[src/rtl/ps2_key_ctrl_pkg.sv]
`default_nettype none
// ============================================================================
// Module : ps2_key_ctrl_pkg
// Brief  : Shared frame states, direction encoding and scan-code key map.
// Rev    : 1.0
// ============================================================================
package ps2_key_ctrl_pkg;

    typedef enum logic [1:0] {
        ST_IDLE   = 2'd0,
        ST_DATA   = 2'd1,
        ST_PARITY = 2'd2,
        ST_STOP   = 2'd3
    } frame_state_t;

    localparam logic [1:0] c_DIR_UP    = 2'd0;
    localparam logic [1:0] c_DIR_DOWN  = 2'd1;
    localparam logic [1:0] c_DIR_LEFT  = 2'd2;
    localparam logic [1:0] c_DIR_RIGHT = 2'd3;

    localparam logic [7:0] c_CODE_EXT   = 8'hE0;
    localparam logic [7:0] c_CODE_BREAK = 8'hF0;

    localparam logic [7:0] c_KEY_W     = 8'h1D;
    localparam logic [7:0] c_KEY_S     = 8'h1B;
    localparam logic [7:0] c_KEY_A     = 8'h1C;
    localparam logic [7:0] c_KEY_D     = 8'h23;
    localparam logic [7:0] c_KEY_UP    = 8'h75;
    localparam logic [7:0] c_KEY_DOWN  = 8'h72;
    localparam logic [7:0] c_KEY_LEFT  = 8'h6B;
    localparam logic [7:0] c_KEY_RIGHT = 8'h74;

    typedef struct packed {
        logic       hit;
        logic [1:0] dir;
    } key_map_t;

    // WASD live in the plain code space, arrows only behind an E0 prefix.
    function automatic key_map_t map_key(input logic [7:0] code, input logic ext);
        key_map_t m;
        m.hit = 1'b1;
        m.dir = c_DIR_UP;
        if (!ext) begin
            case (code)
                c_KEY_W: m.dir = c_DIR_UP;
                c_KEY_S: m.dir = c_DIR_DOWN;
                c_KEY_A: m.dir = c_DIR_LEFT;
                c_KEY_D: m.dir = c_DIR_RIGHT;
                default: m.hit = 1'b0;
            endcase
        end else begin
            case (code)
                c_KEY_UP:    m.dir = c_DIR_UP;
                c_KEY_DOWN:  m.dir = c_DIR_DOWN;
                c_KEY_LEFT:  m.dir = c_DIR_LEFT;
                c_KEY_RIGHT: m.dir = c_DIR_RIGHT;
                default:     m.hit = 1'b0;
            endcase
        end
        return m;
    endfunction

endpackage
`default_nettype wire

[src/rtl/ps2_key_ctrl_line_filter.sv]
`default_nettype none
// ============================================================================
// Module : ps2_line_filter
// Brief  : Two-flop synchronisers, PS2 clock glitch filter and falling-edge strobe.
// Rev    : 1.0
// ============================================================================
module ps2_line_filter
    import ps2_key_ctrl_pkg::*;
#(
    parameter int FILTER_LEN = 8
) (
    input  logic CLK,
    input  logic RST,
    input  logic i_ps2_clk,
    input  logic i_ps2_data,
    output logic o_data,
    output logic o_strobe
);

    localparam int             CW          = (FILTER_LEN > 1) ? $clog2(FILTER_LEN) : 1;
    localparam logic [CW-1:0]  c_CNT_LAST  = CW'(FILTER_LEN - 1);

    logic [1:0]    r_clk_sync;
    logic [1:0]    r_data_sync;
    logic          r_filt;
    logic [CW-1:0] r_cnt;
    logic          r_strobe;

    always_ff @(posedge CLK) begin
        if (RST) begin
            r_clk_sync  <= 2'b11;
            r_data_sync <= 2'b11;
            r_filt      <= 1'b1;
            r_cnt       <= '0;
            r_strobe    <= 1'b0;
        end else begin
            r_clk_sync  <= {r_clk_sync[0], i_ps2_clk};
            r_data_sync <= {r_data_sync[0], i_ps2_data};
            r_strobe    <= 1'b0;
            // The filtered level only flips after FILTER_LEN consecutive disagreeing samples.
            if (r_clk_sync[1] == r_filt) begin
                r_cnt <= '0;
            end else if (r_cnt == c_CNT_LAST) begin
                r_filt   <= r_clk_sync[1];
                r_cnt    <= '0;
                r_strobe <= r_filt;
            end else begin
                r_cnt <= r_cnt + 1'b1;
            end
        end
    end

    assign o_data   = r_data_sync[1];
    assign o_strobe = r_strobe;

endmodule
`default_nettype wire

[src/rtl/ps2_key_ctrl.sv]
`default_nettype none
// ============================================================================
// Module : ps2_key_ctrl
// Brief  : PS/2 keyboard frame receiver with scan-code decode and move requests.
// Rev    : 1.0
// ============================================================================
module ps2_key_ctrl
    import ps2_key_ctrl_pkg::*;
#(
    parameter int FILTER_LEN  = 8,
    parameter int TIMEOUT_CYC = 10000
) (
    input  logic       CLK,
    input  logic       RST,
    input  logic       PS2_CLK,
    input  logic       PS2_DATA,
    input  logic       MOVE_ACK,
    output logic       CODE_VALID,
    output logic [7:0] KEY_CODE,
    output logic       KEY_BREAK,
    output logic       KEY_EXT,
    output logic       MOVE_VALID,
    output logic [1:0] MOVE_DIR,
    output logic [3:0] HELD,
    output logic       FRAME_ERR
);

    localparam int            TW        = (TIMEOUT_CYC > 1) ? $clog2(TIMEOUT_CYC) : 1;
    localparam logic [TW-1:0] c_TO_LAST = TW'(TIMEOUT_CYC - 1);

    logic          w_strobe;
    logic          w_data;
    frame_state_t  r_state;
    frame_state_t  w_next;
    logic [7:0]    r_shift;
    logic [2:0]    r_bitcnt;
    logic          r_par;
    logic [TW-1:0] r_tocnt;
    logic          r_ext;
    logic          r_brk;
    logic          w_good;
    logic          w_bad;
    logic          w_timeout;
    logic          w_par_ok;
    key_map_t      w_byte_map;
    key_map_t      w_cv_map;
    logic          w_new_move;

    ps2_line_filter #(
        .FILTER_LEN (FILTER_LEN)
    ) u_line_filter (
        .CLK        (CLK),
        .RST        (RST),
        .i_ps2_clk  (PS2_CLK),
        .i_ps2_data (PS2_DATA),
        .o_data     (w_data),
        .o_strobe   (w_strobe)
    );

    always_ff @(posedge CLK) begin
        if (RST) r_state <= ST_IDLE;
        else     r_state <= w_next;
    end

    always_comb begin
        w_next    = r_state;
        w_good    = 1'b0;
        w_bad     = 1'b0;
        w_par_ok  = ^{r_shift, r_par};
        w_timeout = (r_state != ST_IDLE) && !w_strobe && (r_tocnt == c_TO_LAST);
        if (w_strobe) begin
            case (r_state)
                ST_IDLE:   if (!w_data) w_next = ST_DATA;
                ST_DATA:   if (r_bitcnt == 3'd7) w_next = ST_PARITY;
                ST_PARITY: w_next = ST_STOP;
                ST_STOP: begin
                    w_next = ST_IDLE;
                    if (w_data && w_par_ok) w_good = 1'b1;
                    else                    w_bad  = 1'b1;
                end
                default:   w_next = ST_IDLE;
            endcase
        end
        if (w_timeout) w_next = ST_IDLE;
        w_byte_map = map_key(r_shift, r_ext);
        w_cv_map   = map_key(KEY_CODE, KEY_EXT);
        // Moves are derived from the published code, so they land one cycle after CODE_VALID.
        w_new_move = CODE_VALID && w_cv_map.hit && !KEY_BREAK;
    end

    always_ff @(posedge CLK) begin
        if (RST) begin
            r_shift    <= '0;
            r_bitcnt   <= '0;
            r_par      <= 1'b0;
            r_tocnt    <= '0;
            r_ext      <= 1'b0;
            r_brk      <= 1'b0;
            CODE_VALID <= 1'b0;
            KEY_CODE   <= '0;
            KEY_BREAK  <= 1'b0;
            KEY_EXT    <= 1'b0;
            MOVE_VALID <= 1'b0;
            MOVE_DIR   <= '0;
            HELD       <= '0;
            FRAME_ERR  <= 1'b0;
        end else begin
            CODE_VALID <= 1'b0;
            FRAME_ERR  <= w_bad | w_timeout;

            if (r_state == ST_IDLE || w_strobe) r_tocnt <= '0;
            else                                r_tocnt <= r_tocnt + 1'b1;

            if (w_strobe) begin
                case (r_state)
                    ST_IDLE:   r_bitcnt <= '0;
                    ST_DATA: begin
                        r_shift  <= {w_data, r_shift[7:1]};
                        r_bitcnt <= r_bitcnt + 1'b1;
                    end
                    ST_PARITY: r_par <= w_data;
                    default:   ;
                endcase
            end

            if (w_bad || w_timeout) begin
                r_ext <= 1'b0;
                r_brk <= 1'b0;
            end else if (w_good) begin
                if (r_shift == c_CODE_EXT) begin
                    r_ext <= 1'b1;
                end else if (r_shift == c_CODE_BREAK) begin
                    r_brk <= 1'b1;
                end else begin
                    CODE_VALID <= 1'b1;
                    KEY_CODE   <= r_shift;
                    KEY_BREAK  <= r_brk;
                    KEY_EXT    <= r_ext;
                    r_ext      <= 1'b0;
                    r_brk      <= 1'b0;
                    if (w_byte_map.hit) HELD[w_byte_map.dir] <= ~r_brk;
                end
            end

            // A fresh move outranks an ack landing in the same cycle.
            if (w_new_move) begin
                MOVE_VALID <= 1'b1;
                MOVE_DIR   <= w_cv_map.dir;
            end else if (MOVE_VALID && MOVE_ACK) begin
                MOVE_VALID <= 1'b0;
            end
        end
    end

endmodule
`default_nettype wire
[config.mk]
export PLATFORM = sky130hd
export DESIGN_NAME = ps2_key_ctrl
export DESIGN_NICKNAME = d
export VERILOG_FILES = /design/src/rtl/ps2_key_ctrl_pkg.sv /design/src/rtl/ps2_key_ctrl_line_filter.sv /design/src/rtl/ps2_key_ctrl.sv
export SDC_FILE = /design/constraint.sdc
export NUM_CORES = 1
export LEC_CHECK = 0
export ABC_AREA = 1
export BUFFER_PORTS_ARGS = -buffer_cell sky130_fd_sc_hd__buf_2
export CAP_MARGIN = 5
export CELL_PAD_IN_SITES_DETAIL_PLACEMENT = 1
export CELL_PAD_IN_SITES_GLOBAL_PLACEMENT = 2
export CORE_AREA = 2 2 100 102
export CTS_CLUSTER_SIZE = 30
export DETAILED_ROUTE_END_ITERATION = 12
export DIE_AREA = 0 0 102 104
export PLACE_DENSITY_LB_ADDON = 0.1
export SKIP_LAST_GASP = 1
export SYNTH_ARGS = -nofsm -noshare
export SYNTH_HDL_FRONTEND = slang
export SYNTH_SLANG_ARGS = --single-unit
[constraint.sdc]
create_clock -name CLK -period 2.1 [get_ports CLK]
set_clock_uncertainty 0.05 [all_clocks]
set_input_delay 0.105 -clock CLK [delete_from_list [all_inputs] [get_ports CLK]]
set_output_delay 0.105 -clock CLK [all_outputs]
set_load 0.01 [all_outputs]
==> key figures <==
Clock network
  – Root Buffer: clkbuf_8
  – Clock Tree Buf Depth: 2
  – CTS buffer count: 9
  – CTS tree: yes
  – Clock sink total: 58
  – H-tree depth: 3
  – Clock-pin slew on the worst setup and hold paths: 0.07 ns
  – Clock Latency Late Sink: 0.35 ns

Power and ir drop
  – Flop pwr share: 47.7%
  – Sw Pwr: 0.000502 W
  – Pint: 0.00182 W
  – P per Cell Area: 634 nW/µm²
  – Sw Share: 21.7%
  – Gate power share: 1.8%
  – Static Leak: 1.61 nW
  – Total power: 0.00232 W
  – Clock share of power: 50.5%
  – Worst vdd ir: 0.000386 V

Synthesis
  – Post-synthesis cell count: 465
  – Avg Inst Size Synth: 6.62 µm²
  – Synth area leaders: dfxtp_1 (38%), nand2_1 (12%), nor2_1 (9.5%), inv_1 (6.8%), nand4_1 (5.5%)
  – Syn nets: 479
  – Largest area contributor in the netlist: dfxtp_1
  – Seq/Total Area, Yosys: 37.7%
  – Mapped Area: 3080 µm²
  – Synth unique cells: 29
  – Area share of the largest cell type after synthesis: 37.7%
  – Seq cells post-synth: 58
  – Number of warning messages in the yosys log: 0

Worst setup path
  – Reg-to-reg startpoint: r_shift[6]$_SDFFE_PP0P_
  – Critical Path RT: 2.30 ns
  – Worst-path cell chain: nand2_2 -> inv_1 -> nor2_1 -> nand2_1 -> nand2_1 -> nand2_1 -> nand3_1 -> nand3_2 -> nor2_4 -> buf_12 -> nand4_1 -> nand2_1 -> nor2_1
  – CP endpoint kind: flop
  – R2R setup slack: 0.26 ns
  – Cell mode on critical path: nand2_1
  – Critical path class: flop to flop
  – Worst R2R Path Depth: 13
  – Worst Path Max Fanout: 13
  – CP Launch Type: flop
  – Data arrival, critical path: 2.04 ns
  – Worst Setup SP: r_shift[6]$_SDFFE_PP0P_
  – Critical path buffers and inverters: 2
  – CP peak stage delay: 0.36 ns
  – Crit-path leading delay family: simple AND/OR/NAND/NOR gates
  – Crit-path slowest cell: dfxtp_1
  – Crit Reg-Reg Endpoint: KEY_CODE[7]$_SDFFE_PP0P_

Drt
  – Number of remaining DRC errors: 0
  – Wire per inst: 13.1 µm
  – Vias per Instance: 4.69
  – Antenna-violating nets left: 0
  – Total Wirelength: 8.41 mm
  – Via count: 3009
  – Initial DRC Count: 91
  – Drt first pass iters: 4

Place
  – Dpl hpwl: 6.49 mm
  – PortBufs: 23
  – GP Congestion: 0.830

Timing
  – Final setup vio count: 0
  – Unrepaired setup endpoints after global routing: false
  – Slew HR: 73.8%
  – Max-slew violations: 0
  – Min cycle time layout: 1.84 ns
  – Worst Max-Slew Pin Slew: 0.390 ns
  – Sum Neg Setup Slack: 0 ns
  – Final period util: 87.4%
  – Final hold violation count: 0
  – Fmax: 0.545 GHz

Global route
  – Initial antenna violation count: 0
  – Largest net degree at the start of global routing: 29
  – First-pass GRT wire length: 14.5 mm
  – Number of global-route vias before repair: 3128
  – Grt ovf: 0
  – Gr usage total: 17.4%

Final layout
  – Layout area overhead: 18.8%
  – Share of cells above drive strength 1: 15.2%
  – Final nets: 517
  – Antenna diodes: 0

Floorplanning
  – Die Ht: 104 µm
  – I/O pin total: 24
  – Die Footprint: 10600 µm²
  – Core area: 9550 µm²
  – Initial Utilization: 32.2%
  – Core Rows: 36
  – Die Wd: 102 µm

Min path
  – Worst hold path type: primary input to flop
  – Worst Hold Depth: 2
  – Hold Path End: CODE_VALID$_SDFF_PP0_
  – Hold Path Origin: RST

Outcome
  – Status: completed

Run
  – Max Cap Viol: 0
## sequential cells by signal, indices dropped and copies added, names as in the netlist, 2 cells and up
signal	count
r_tocnt	14
KEY_CODE	8
r_shift	8
HELD	4
r_bitcnt	3
u_line_filter.r_cnt	3
MOVE_DIR	2
r_state	2
u_line_filter.r_clk_sync	2
u_line_filter.r_data_sync	2
## cells by family after synthesis
logic type      count (synthesis)  synth area share (%)
compound gates                 47                  7.96
xor+xnor                        6                  1.71
fa+ha+maj                       9                  3.66
buf+inv                        79                  10.3
flops                          58                  37.7
simple gates                  266                  38.6
## cell type report
type	instances	area [µm²]
flip-flops and latches	58	1160
multi-input cells	328	1600
inverters	66	248
fillers	1275	5890
clock buffers	11	141
clock inverters	5	77.6
well taps	133	166
repair buffers	40	263
## cells in the mapped netlist
master    instances
a31oi_1           2
clkbuf_1          7
nor2_4            2
xnor2_1           2
clkinv_1          2
o31ai_1           1
nand2_2           3
dfxtp_1          58
buf_4             3
inv_1            56
nand4_1          27
nor3_1            8
buf_2             2
nor4_1            3
o21ai_0          17
or2_2             5
nor2_2            4
inv_2             8
a211oi_1          1
xor2_1            4
a21oi_1          25
nor2_1           78
o211ai_1          1
nand3_1          32
nand3_2           2
ha_1              9
buf_6             1
nand4_2           1
nand2_1         101
## per-stage QoR
step / area, µm² / hold WS, ns / utilization [%] / std cells / worst slack [ns]
floorplan: 3080 / 0.159 / - / 465 / 0.520
global placement: 3390 / 0.243 / 35.5 / 621 / 0.142
detailed placement: 3390 / 0.243 / 35.5 / 621 / 0.102
CTS: 3640 / 0.0366 / 38.1 / 640 / 0.0824
global route: 3660 / 0.0613 / 38.3 / 641 / 0.00372
finish: 3660 / 0.0446 / 38.3 / 641 / 0.264
## power groups by stage
stage	Combinational [W]	Sequential [W]	Clock, W
detailed placement	0.0000380	0.00113	0
CTS	0.0000426	0.00111	0.00121
floorplan	0.0000246	0.00113	0
finish	0.0000409	0.00111	0.00117
global placement	0.0000380	0.00113	0
global route	0.0000482	0.00111	0.00126
## repair_timing
item	CTS	global route
setup buffers	0	1
endpoints found under the setup margin	0	4
gates resized for setup	0	0
hold buffers	3	0
hold endpoints to repair	3	0
## metal layers
layer,vias up,wire [µm],global-route usage (%)
met5,-,0,0
met4,0,126,6.00
met3,9,241,4.57
met2,28,4180,29.4
met1,1403,3860,21.1
li1,1569,-,-
## cells in the final DEF (no fill, tap or decap), drive strengths merged
cell type / Yosys / routed
or2: 5 / 5
nand3: 34 / 34
xor2: 4 / 4
buf: 6 / 37
a21oi: 25 / 25
bufinv: 0 / 2
o31ai: 1 / 1
nand2: 104 / 104
ha: 9 / 9
nor4: 3 / 3
nor3: 8 / 8
xnor2: 2 / 2
nor2: 84 / 84
dfxtp: 58 / 58
inv: 64 / 64
clkbuf: 7 / 11
dlygate4sd3: 0 / 3
a31oi: 2 / 2
clkinvlp: 0 / 1
o211ai: 1 / 1
o21ai: 17 / 17
clkinv: 2 / 4
nand4: 28 / 28
a211oi: 1 / 1
## worst max-delay path by stage
stage / endpoint / slack, ns / cells past startpoint
5_1_grt: HELD[3]$_SDFFE_PP0P_ / 0.004 / 11
2_1_floorplan: KEY_CODE[0]$_SDFFE_PP0P_ / 0.52 / 14
3_5_place_dp: KEY_CODE[6]$_SDFFE_PP0P_ / 0.10 / 12
3_3_place_gp: KEY_CODE[6]$_SDFFE_PP0P_ / 0.14 / 12
6_report: KEY_CODE[7]$_SDFFE_PP0P_ / 0.26 / 13
4_1_cts: KEY_CODE[6]$_SDFFE_PP0P_ / 0.08 / 12
Power figures use the tool's default switching activity.
